===== config.mk =====
export PLATFORM = sky130hd
export DESIGN_NAME = pc_fetch
export DESIGN_NICKNAME = d
export VERILOG_FILES = /design/src/rtl/pc_fetch_pkg.sv /design/src/rtl/pc_fetch_lut.sv /design/src/rtl/pc_fetch.sv
export SDC_FILE = /design/constraint.sdc
export NUM_CORES = 1
export LEC_CHECK = 0
export CAP_MARGIN = 10
export CORE_ASPECT_RATIO = 1.4
export CORE_MARGIN = 5
export CORE_UTILIZATION = 48
export CTS_CLUSTER_DIAMETER = 80
export CTS_CLUSTER_SIZE = 16
export DETAILED_ROUTE_END_ITERATION = 10
export GPL_TIMING_DRIVEN = 0
export PLACE_DENSITY = 0.8
export SLEW_MARGIN = 20
export SYNTH_ARGS = -nofsm -noshare
export SYNTH_HDL_FRONTEND = slang
export SYNTH_SLANG_ARGS = --single-unit

===== constraint.sdc =====
create_clock -name clk -period 1.8 [get_ports clk]
set_input_delay 0.36 -clock clk [delete_from_list [all_inputs] [get_ports clk]]
set_output_delay 0.36 -clock clk [all_outputs]
set_load 0.05 [all_outputs]

===== src/rtl/pc_fetch_pkg.sv =====
// Shared definitions for the program-counter fetch block: widths, FSM
// states, and the branch/jump target table.
package pc_fetch_pkg;

  localparam int PC_W_DEF   = 10;
  localparam int LUT_AW_DEF = 4;
  localparam int LUT_DEPTH  = 16;

  typedef enum logic [1:0] {
    ST_IDLE = 2'd0,
    ST_RUN  = 2'd1,
    ST_HALT = 2'd2
  } state_e;

  // Indices with no entry read back as target 0.
  localparam int unsigned BR_TABLE [0:LUT_DEPTH-1] = '{
    100, 200, 12, 40, 20, 300, 333, 512,
    640, 700, 777, 850, 900, 1000, 1022, 1023
  };

endpackage


===== src/rtl/pc_fetch_lut.sv =====
// Combinational branch/jump target lookup from the package table.
module pc_lut
  import pc_fetch_pkg::*;
#(
  parameter int PC_W   = PC_W_DEF,
  parameter int LUT_AW = LUT_AW_DEF
) (
  input  logic [LUT_AW-1:0] lut_idx,
  output logic [PC_W-1:0]   target
);

  always_comb begin
    target = '0;
    for (int i = 0; i < LUT_DEPTH; i++) begin
      if (int'(lut_idx) == i) target = PC_W'(BR_TABLE[i]);
    end
  end

endmodule


===== src/rtl/pc_fetch.sv =====
// Program counter sequencer: IDLE/RUN/HALT control with jump, flag-based
// branch, stall and a registered ALU flag.
module pc_fetch
  import pc_fetch_pkg::*;
#(
  parameter int PC_W   = PC_W_DEF,
  parameter int LUT_AW = LUT_AW_DEF
) (
  input  logic              clk,
  input  logic              rst_n,
  input  logic              start,
  input  logic              stall,
  input  logic              halt,
  input  logic              jump,
  input  logic              branch,
  input  logic [LUT_AW-1:0] lut_idx,
  input  logic              flag_we,
  input  logic              alu_flag,
  output logic [PC_W-1:0]   prog_ctr,
  output logic              fetch_valid,
  output logic              flag_q,
  output logic              done
);

  state_e          state_q, state_d;
  logic [PC_W-1:0] pc_q, pc_d;
  logic            flag_d;
  logic            fetch_valid_q, fetch_valid_d;
  logic            done_q, done_d;
  logic [PC_W-1:0] target;

  pc_lut #(.PC_W(PC_W), .LUT_AW(LUT_AW)) u_lut (
    .lut_idx (lut_idx),
    .target  (target)
  );

  always_comb begin
    state_d = state_q;
    pc_d    = pc_q;
    flag_d  = flag_q;
    unique case (state_q)
      ST_IDLE: begin
        pc_d = '0;
        if (start) begin
          state_d = ST_RUN;
          flag_d  = 1'b0;
        end
      end
      ST_RUN: begin
        if (!stall) begin
          // Branch decision reads the old flag; the new one lands at this edge.
          if (flag_we) flag_d = alu_flag;
          if (halt)                  state_d = ST_HALT;
          else if (jump)             pc_d = target;
          else if (branch && flag_q) pc_d = target;
          else                       pc_d = pc_q + PC_W'(1);
        end
      end
      ST_HALT: begin
        if (start) begin
          state_d = ST_RUN;
          pc_d    = '0;
          flag_d  = 1'b0;
        end
      end
      default: begin
        state_d = ST_IDLE;
        pc_d    = '0;
        flag_d  = 1'b0;
      end
    endcase
    fetch_valid_d = (state_d == ST_RUN);
    done_d        = (state_d == ST_HALT);
  end

  always_ff @(posedge clk or negedge rst_n) begin
    if (!rst_n) begin
      state_q       <= ST_IDLE;
      pc_q          <= '0;
      flag_q        <= 1'b0;
      fetch_valid_q <= 1'b0;
      done_q        <= 1'b0;
    end else begin
      state_q       <= state_d;
      pc_q          <= pc_d;
      flag_q        <= flag_d;
      fetch_valid_q <= fetch_valid_d;
      done_q        <= done_d;
    end
  end

  assign prog_ctr    = pc_q;
  assign fetch_valid = fetch_valid_q;
  assign done        = done_q;

endmodule


==> results.cfg, run 1 <==
[sta]
maxSlewViolCount = 0
worstMarginPinSlew_ns = 0.696
period_share_pct = 97.8
skew_ns = 0.00333
fin_crit_ns = 1.76
fin_setup_tns_ns = 0
relSlewSlack_pct = 53.5
setup-violations-final = 0
hold_ws_ns = 0.481
fmax_ghz = 0.568
hold_viol_final = 0

[drt]
drc_errors = 0
dr.pass1.iters = 4
ant_nets = 0
totalWireLength_um = 2960
drtIter0Drc = 39
routed_wire_length_per_instance_um = 17.0
via_per_inst = 6.52
num_vias = 1135

[pwr]
powerDensity_nw_per_um2 = 996
vdd_drop_max_mv = 0.867
p_leak_nw = 0.612
finalPower_mw = 1.36

[global_route]
grt_overflow = 0
grt_pass1_wl_um = 4920
grt_util_all_layers_pct = 19.0
antenna_found_initial = 0
grt_max_degree = 16
grt_pass1_vias = 1075

[critical_path]
crit_type = input pin to flip-flop
rrSetupSlack_ns = 0.19
arrival_ns = 1.99
cp-end-kind = flip-flop
worstPathRequired_ns = 2.03
crit_path_start_kind = input pin
reg2reg_depth = 4
cp_max_fo = 5

[yosys]
synthSimpleGateAreaFrac_pct = 25.7
synth_compound_area_share_pct = 31.5
synth_nets = 136
ys_types = 48
synthXorXnorAreaFrac_pct = 1.66
postSynthAreaPerCell_sq_um = 8.67
synth_edf_count = 0
yosys_warnings = 0
ys_ff_latch = 15
yosysSeqAreaShare_pct = 35.5
syn-cell-area_sq_um = 1060
synth_ff_type = dfrtp_1
synth_top_family_by_area = compound AO/OA/AOI/OAI gates
synthAdderAreaFrac_pct = 1.18
netlist_instances = 122
synthMuxAreaShare_pct = 0.947
async_flop_share_pct = 100

[clocking]
cts_max_path_buffers = 2
cts_inserted_buffers = 3
cts_max_level = 1
cts.hold.buffers_added = 0
cts_tree = built
cts_sinks = 15
clk_latency_ns = 0.29
cts-root-buf = clkbuf_4
clk_pin_slew_worst_paths_ns = 0.09

[floorplan]
ios = 26
die_x_um = 49.7
rows = 20
die_area_sq_um = 3250
start_util_pct = 49.1
die_h_um = 65.5
core_area_sq_um = 2150

[placed_design]
gp_congestion = 0.868
dpl.hpwl_um = 2200
port_buffers = 24
dpl_cell_area_sq_um = 1330

[layout]
area_growth_pct = 29.3
diodes = 0
drive_gt1_share_pct = 12.5
nNetsFinal = 167
final_area_sq_um = 1370

[run_status]
status = finished, final reports clean

[worst_hold_path]
hold_path.class = input pin to async pin

[flow_run]
cap_violations = 0
## power by group
| group | leakage [nW] | internal [mW] | total, mW | switching, mW |
|---|---|---|---|---|
| clock network | 0.0150 | 0.0863 | 0.202 | 0.116 |
| logic | 0.396 | 0.234 | 0.666 | 0.432 |
| registers | 0.201 | 0.407 | 0.493 | 0.0861 |
## cell families after synthesis
| kind of cell | Yosys count |
|---|---|
| compound gates | 47 |
| simple gates | 47 |
| mux | 1 |
| flops | 15 |
| buf+inv | 9 |
| xor+xnor | 2 |
| fa+ha+maj | 1 |
## sequential cells by signal (all words and copies together) (netlist names)
signal,flops
done,1
prog_ctr,10
fetch_valid,1
flag_q,1
state_q,2
## path summary, 6_finish.rpt
kind / end / startpoint
min in group clk: prog_ctr[1]$_DFFE_PN0P_ / prog_ctr[1]$_DFFE_PN0P_
hold reg to reg: prog_ctr[1]$_DFFE_PN0P_ / prog_ctr[1]$_DFFE_PN0P_
setup / recovery: prog_ctr[4]$_DFFE_PN0P_ / halt
setup reg to reg: prog_ctr[4]$_DFFE_PN0P_ / state_q[1]$_DFF_PN0_
hold / removal: prog_ctr[9]$_DFFE_PN0P_ / rst_n
max in group asynchronous: prog_ctr[2]$_DFFE_PN0P_ / rst_n
## area by class of cell
class / instances / area, sq um
Tap cell: 22 / 27.5
Multi-Input combinational cell: 98 / 657
Clock buffer: 4 / 26.3
Sequential cell: 15 / 375
Timing Repair Buffer: 26 / 243
Inverter: 4 / 15.0
Buffer: 5 / 23.8
Fill cell: 208 / 785
## layer usage
metal | share of wire, % | vias up | routed length, um | global-route usage, %
li1 | - | 528 | - | -
met1 | 36 | 532 | 1060 | 21.1
met2 | 53 | 61 | 1580 | 33.8
met3 | 7.3 | 14 | 215 | 3.17
met4 | 3.5 | 0 | 103 | 9.84
met5 | 0 | - | 0 | 0
## Yosys cell counts (2+ instances only)
master / number / area [sq um]
dfrtp_1: 15 / 375
o21ai_0: 12 / 60.1
nand2_1: 9 / 33.8
nor2_1: 9 / 33.8
nand3_1: 6 / 30.0
a21oi_1: 5 / 25.0
o211ai_1: 4 / 30.0
a221o_1: 3 / 30.0
a22o_1: 3 / 26.3
and3_1: 3 / 18.8
buf_2: 3 / 15.0
inv_1: 3 / 11.3
nor2b_1: 3 / 18.8
nor3_1: 3 / 15.0
a21o_1: 2 / 15.0
a31oi_1: 2 / 12.5
clkbuf_1: 2 / 7.51
nand2b_1: 2 / 12.5
nor4_1: 2 / 12.5
o22ai_1: 2 / 12.5
xnor2_1: 2 / 17.5
## placed cells by master (no fill, tap or decap), types with 2 or more instances in the layout
cell type	instances
clkbuf_1	2
nand2b_1	2
buf_4	2
nor3_1	3
xnor2_1	2
a22o_1	3
buf_2	3
a21oi_1	5
a221o_1	3
dfrtp_1	15
inv_1	3
nor4_1	2
o211ai_1	4
nand2_1	9
a21o_1	2
dlygate4sd2_1	12
o21ai_0	12
nor2_1	9
clkbuf_4	3
clkdlybuf4s50_1	11
nand3_1	6
o22ai_1	2
and3_1	3
nor2b_1	3
a31oi_1	2
## stage by stage
| stage | utilization [%] | worst slack, ns | cells |
|---|---|---|---|
| floorplan | - | 0.0940 | 122 |
| global placement | 61.6 | -0.244 | 168 |
| detailed placement | 61.6 | -0.269 | 168 |
| CTS | 62.1 | 0.0215 | 172 |
| global route | 63.5 | -0.0596 | 174 |
| finish | 63.5 | 0.0392 | 174 |
## timing repair
action,CTS,global route
cloned,0,0
endpoints found under the hold margin,0,0
setup endpoints to repair,12,7
resized for setup,12,5
pin swaps,0,1
buffers inserted,0,2
## critical path, stage by stage
cell and delay (ns):
clkdlybuf4s50_1 0.51, or4b_4 0.62, a41oi_2 0.20, a21o_1 0.14
a22o_1 0.15
Note: power is estimated with default switching activity, not from simulation.
==> run 2, diff against run 1 <==
--- a/config.mk
+++ b/config.mk
@@ -13,7 +13,7 @@
 export CTS_CLUSTER_SIZE = 16
 export DETAILED_ROUTE_END_ITERATION = 10
 export GPL_TIMING_DRIVEN = 0
-export PLACE_DENSITY = 0.8
+export PLACE_DENSITY = 0.87
 export SLEW_MARGIN = 20
 export SYNTH_ARGS = -nofsm -noshare
 export SYNTH_HDL_FRONTEND = slang
==> run 2 against run 1 <==
Worst hold slack better by 0.0039 ns. Global-route usage down 0.51 points. Total power down 0.97%. Routed wire length down 4.7%. Cell count down 0.57%. Fmax up 1.6%. Sequential share of layout area up 0.075 points. Via count down 3.5%. Core utilization down 0.17 points. Design area down 0.27%.
==> results.cfg, run 2 (synthesis results as in run 1) <==
[run_status]
status = finished, final reports clean

[clocking]
cts.hold.buffers_added = 0
cts_max_path_buffers = 2
cts_inserted_buffers = 3
clk_pin_slew_worst_paths_ns = 0.09
cts-root-buf = clkbuf_4
cts_tree = built
cts_sinks = 15
cts_max_level = 1
clk_latency_ns = 0.29

[critical_path]
crit_path_start_kind = input pin
rrSetupSlack_ns = 0.20
arrival_ns = 1.96
cp-end-kind = flip-flop
cp_max_fo = 5
r2r-start = state_q[1]$_DFF_PN0_
reg2reg_depth = 4
r2r-end = prog_ctr[4]$_DFFE_PN0P_
crit_type = input pin to flip-flop
worstPathRequired_ns = 2.02

[worst_hold_path]
hold_path.class = input pin to async pin

[global_route]
grt_overflow = 0
grt_max_degree = 16
grt_pass1_vias = 1051
antenna_found_initial = 0
grt_pass1_wl_um = 4770
grt_util_all_layers_pct = 18.5

[drt]
ant_nets = 0
via_per_inst = 6.33
drtIter0Drc = 35
dr.pass1.iters = 4
num_vias = 1095
drc_errors = 0
routed_wire_length_per_instance_um = 16.3
totalWireLength_um = 2820

[pwr]
vdd_drop_max_mv = 0.661
p_leak_nw = 0.615
powerDensity_nw_per_um2 = 989

[floorplan]
rows = 20
die_x_um = 49.7
core_area_sq_um = 2150
die_h_um = 65.5
die_area_sq_um = 3250
start_util_pct = 49.1
ios = 26

[layout]
mostFrequentLayoutCells = 15 x dfrtp_1, 12 x o21ai_0, 11 x clkdlybuf4s50_1, 11 x dlygate4sd2_1
diodes = 0
largest_reg_flops = 10
finalNonFillerCells = 173
area_growth_pct = 29.0
drive_gt1_share_pct = 11.9
final_area_sq_um = 1360
nNetsFinal = 166
layout_commonest_cell = dfrtp_1
fillers = 184

[placed_design]
dpl_cell_area_sq_um = 1330
port_buffers = 24
dpl.hpwl_um = 2150
dp.cells = 168
gp_congestion = 0.845

[sta]
skew_ns = 0.00274
relSlewSlack_pct = 53.5
fin_crit_ns = 1.73
period_share_pct = 96.3
worstMarginPinSlew_ns = 0.696
hold_viol_final = 0
hold_ws_ns = 0.485
fmax_ghz = 0.577
setup-violations-final = 0
maxSlewViolCount = 0

[flow_run]
cap_violations = 0
[run 2: cell types whose count changed in the layout (fill, tap and decap cells not counted)]
cell            previous run  this run
dlymetal6s2s_1             1         2
dlygate4sd2_1             12        11
buf_4                      2         1
[run 2: cell type report]
cell class              instances  area [sq um]  share of cell area [%]
plain buffers                   5          23.8                    1.74
multi-input cells              98           657                    48.2
well taps                      22          27.5                    2.02
repair buffers                 25           239                    17.5
flip-flops and latches         15           375                    27.5
clock buffers                   4          26.3                    1.93
inverters                       4          15.0                    1.10
[run 2: worst max path at each step]
stage	start	to	slack, ns	cells past startpoint
global route	halt	prog_ctr[8]$_DFFE_PN0P_	-0.007	5
finish	halt	prog_ctr[4]$_DFFE_PN0P_	0.07	5
global placement	halt	prog_ctr[2]$_DFFE_PN0P_	-0.25	5
detailed placement	lut_idx[1]	prog_ctr[5]$_DFFE_PN0P_	-0.30	5
CTS	fetch_valid$_DFF_PN0_	fetch_valid	0.002	1
floorplan	prog_ctr[0]$_DFFE_PN0P_	prog_ctr[5]$_DFFE_PN0P_	0.09	4
[run 2: timing repair]
action                                 CTS  global route
setup endpoints to repair               12             6
gates resized for setup                 12             4
buffers inserted                         0             1
pin swaps                                0             1
endpoints found under the hold margin    0             0
[run 2: where the power goes]
part           total, mW  switching (mW)  internal [mW]  leakage (nW)
Clock              0.196           0.109         0.0862        0.0150
Sequential         0.492          0.0849          0.407         0.201
Combinational      0.661           0.424          0.237         0.398
Total               1.35           0.618          0.730         0.615
[run 2: routing by layer]
| layer | track usage [%] | wire, um | vias up | part of all wire [%] |
|---|---|---|---|---|
| met3 | 2.27 | 155 | 11 | 5.5 |
| met2 | 33.0 | 1470 | 39 | 52 |
| li1 | - | - | 533 | - |
| met1 | 21.2 | 1110 | 512 | 39 |
| met4 | 8.85 | 87 | 0 | 3.1 |
| met5 | 0 | 0 | - | 0 |
[run 2: stage by stage]
stage	utilization (%)	worst slack (ns)	total power [mW]	TNS [ns]
4_1_cts	62.2	0.00152	1.34	0
2_1_floorplan	-	0.0940	0.942	0
3_5_place_dp	61.6	-0.302	1.17	-1.75
3_3_place_gp	61.6	-0.246	1.16	-1.51
5_1_grt	63.4	-0.00669	1.44	-0.00669
6_report	63.4	0.0669	1.35	0
[run 2: worst max-delay path, stage by stage]
cell and delay, ns:
clkdlybuf4s50_1 0.50, or4b_4 0.62, a41oi_2 0.19, a21o_1 0.14, a22o_1 0.14
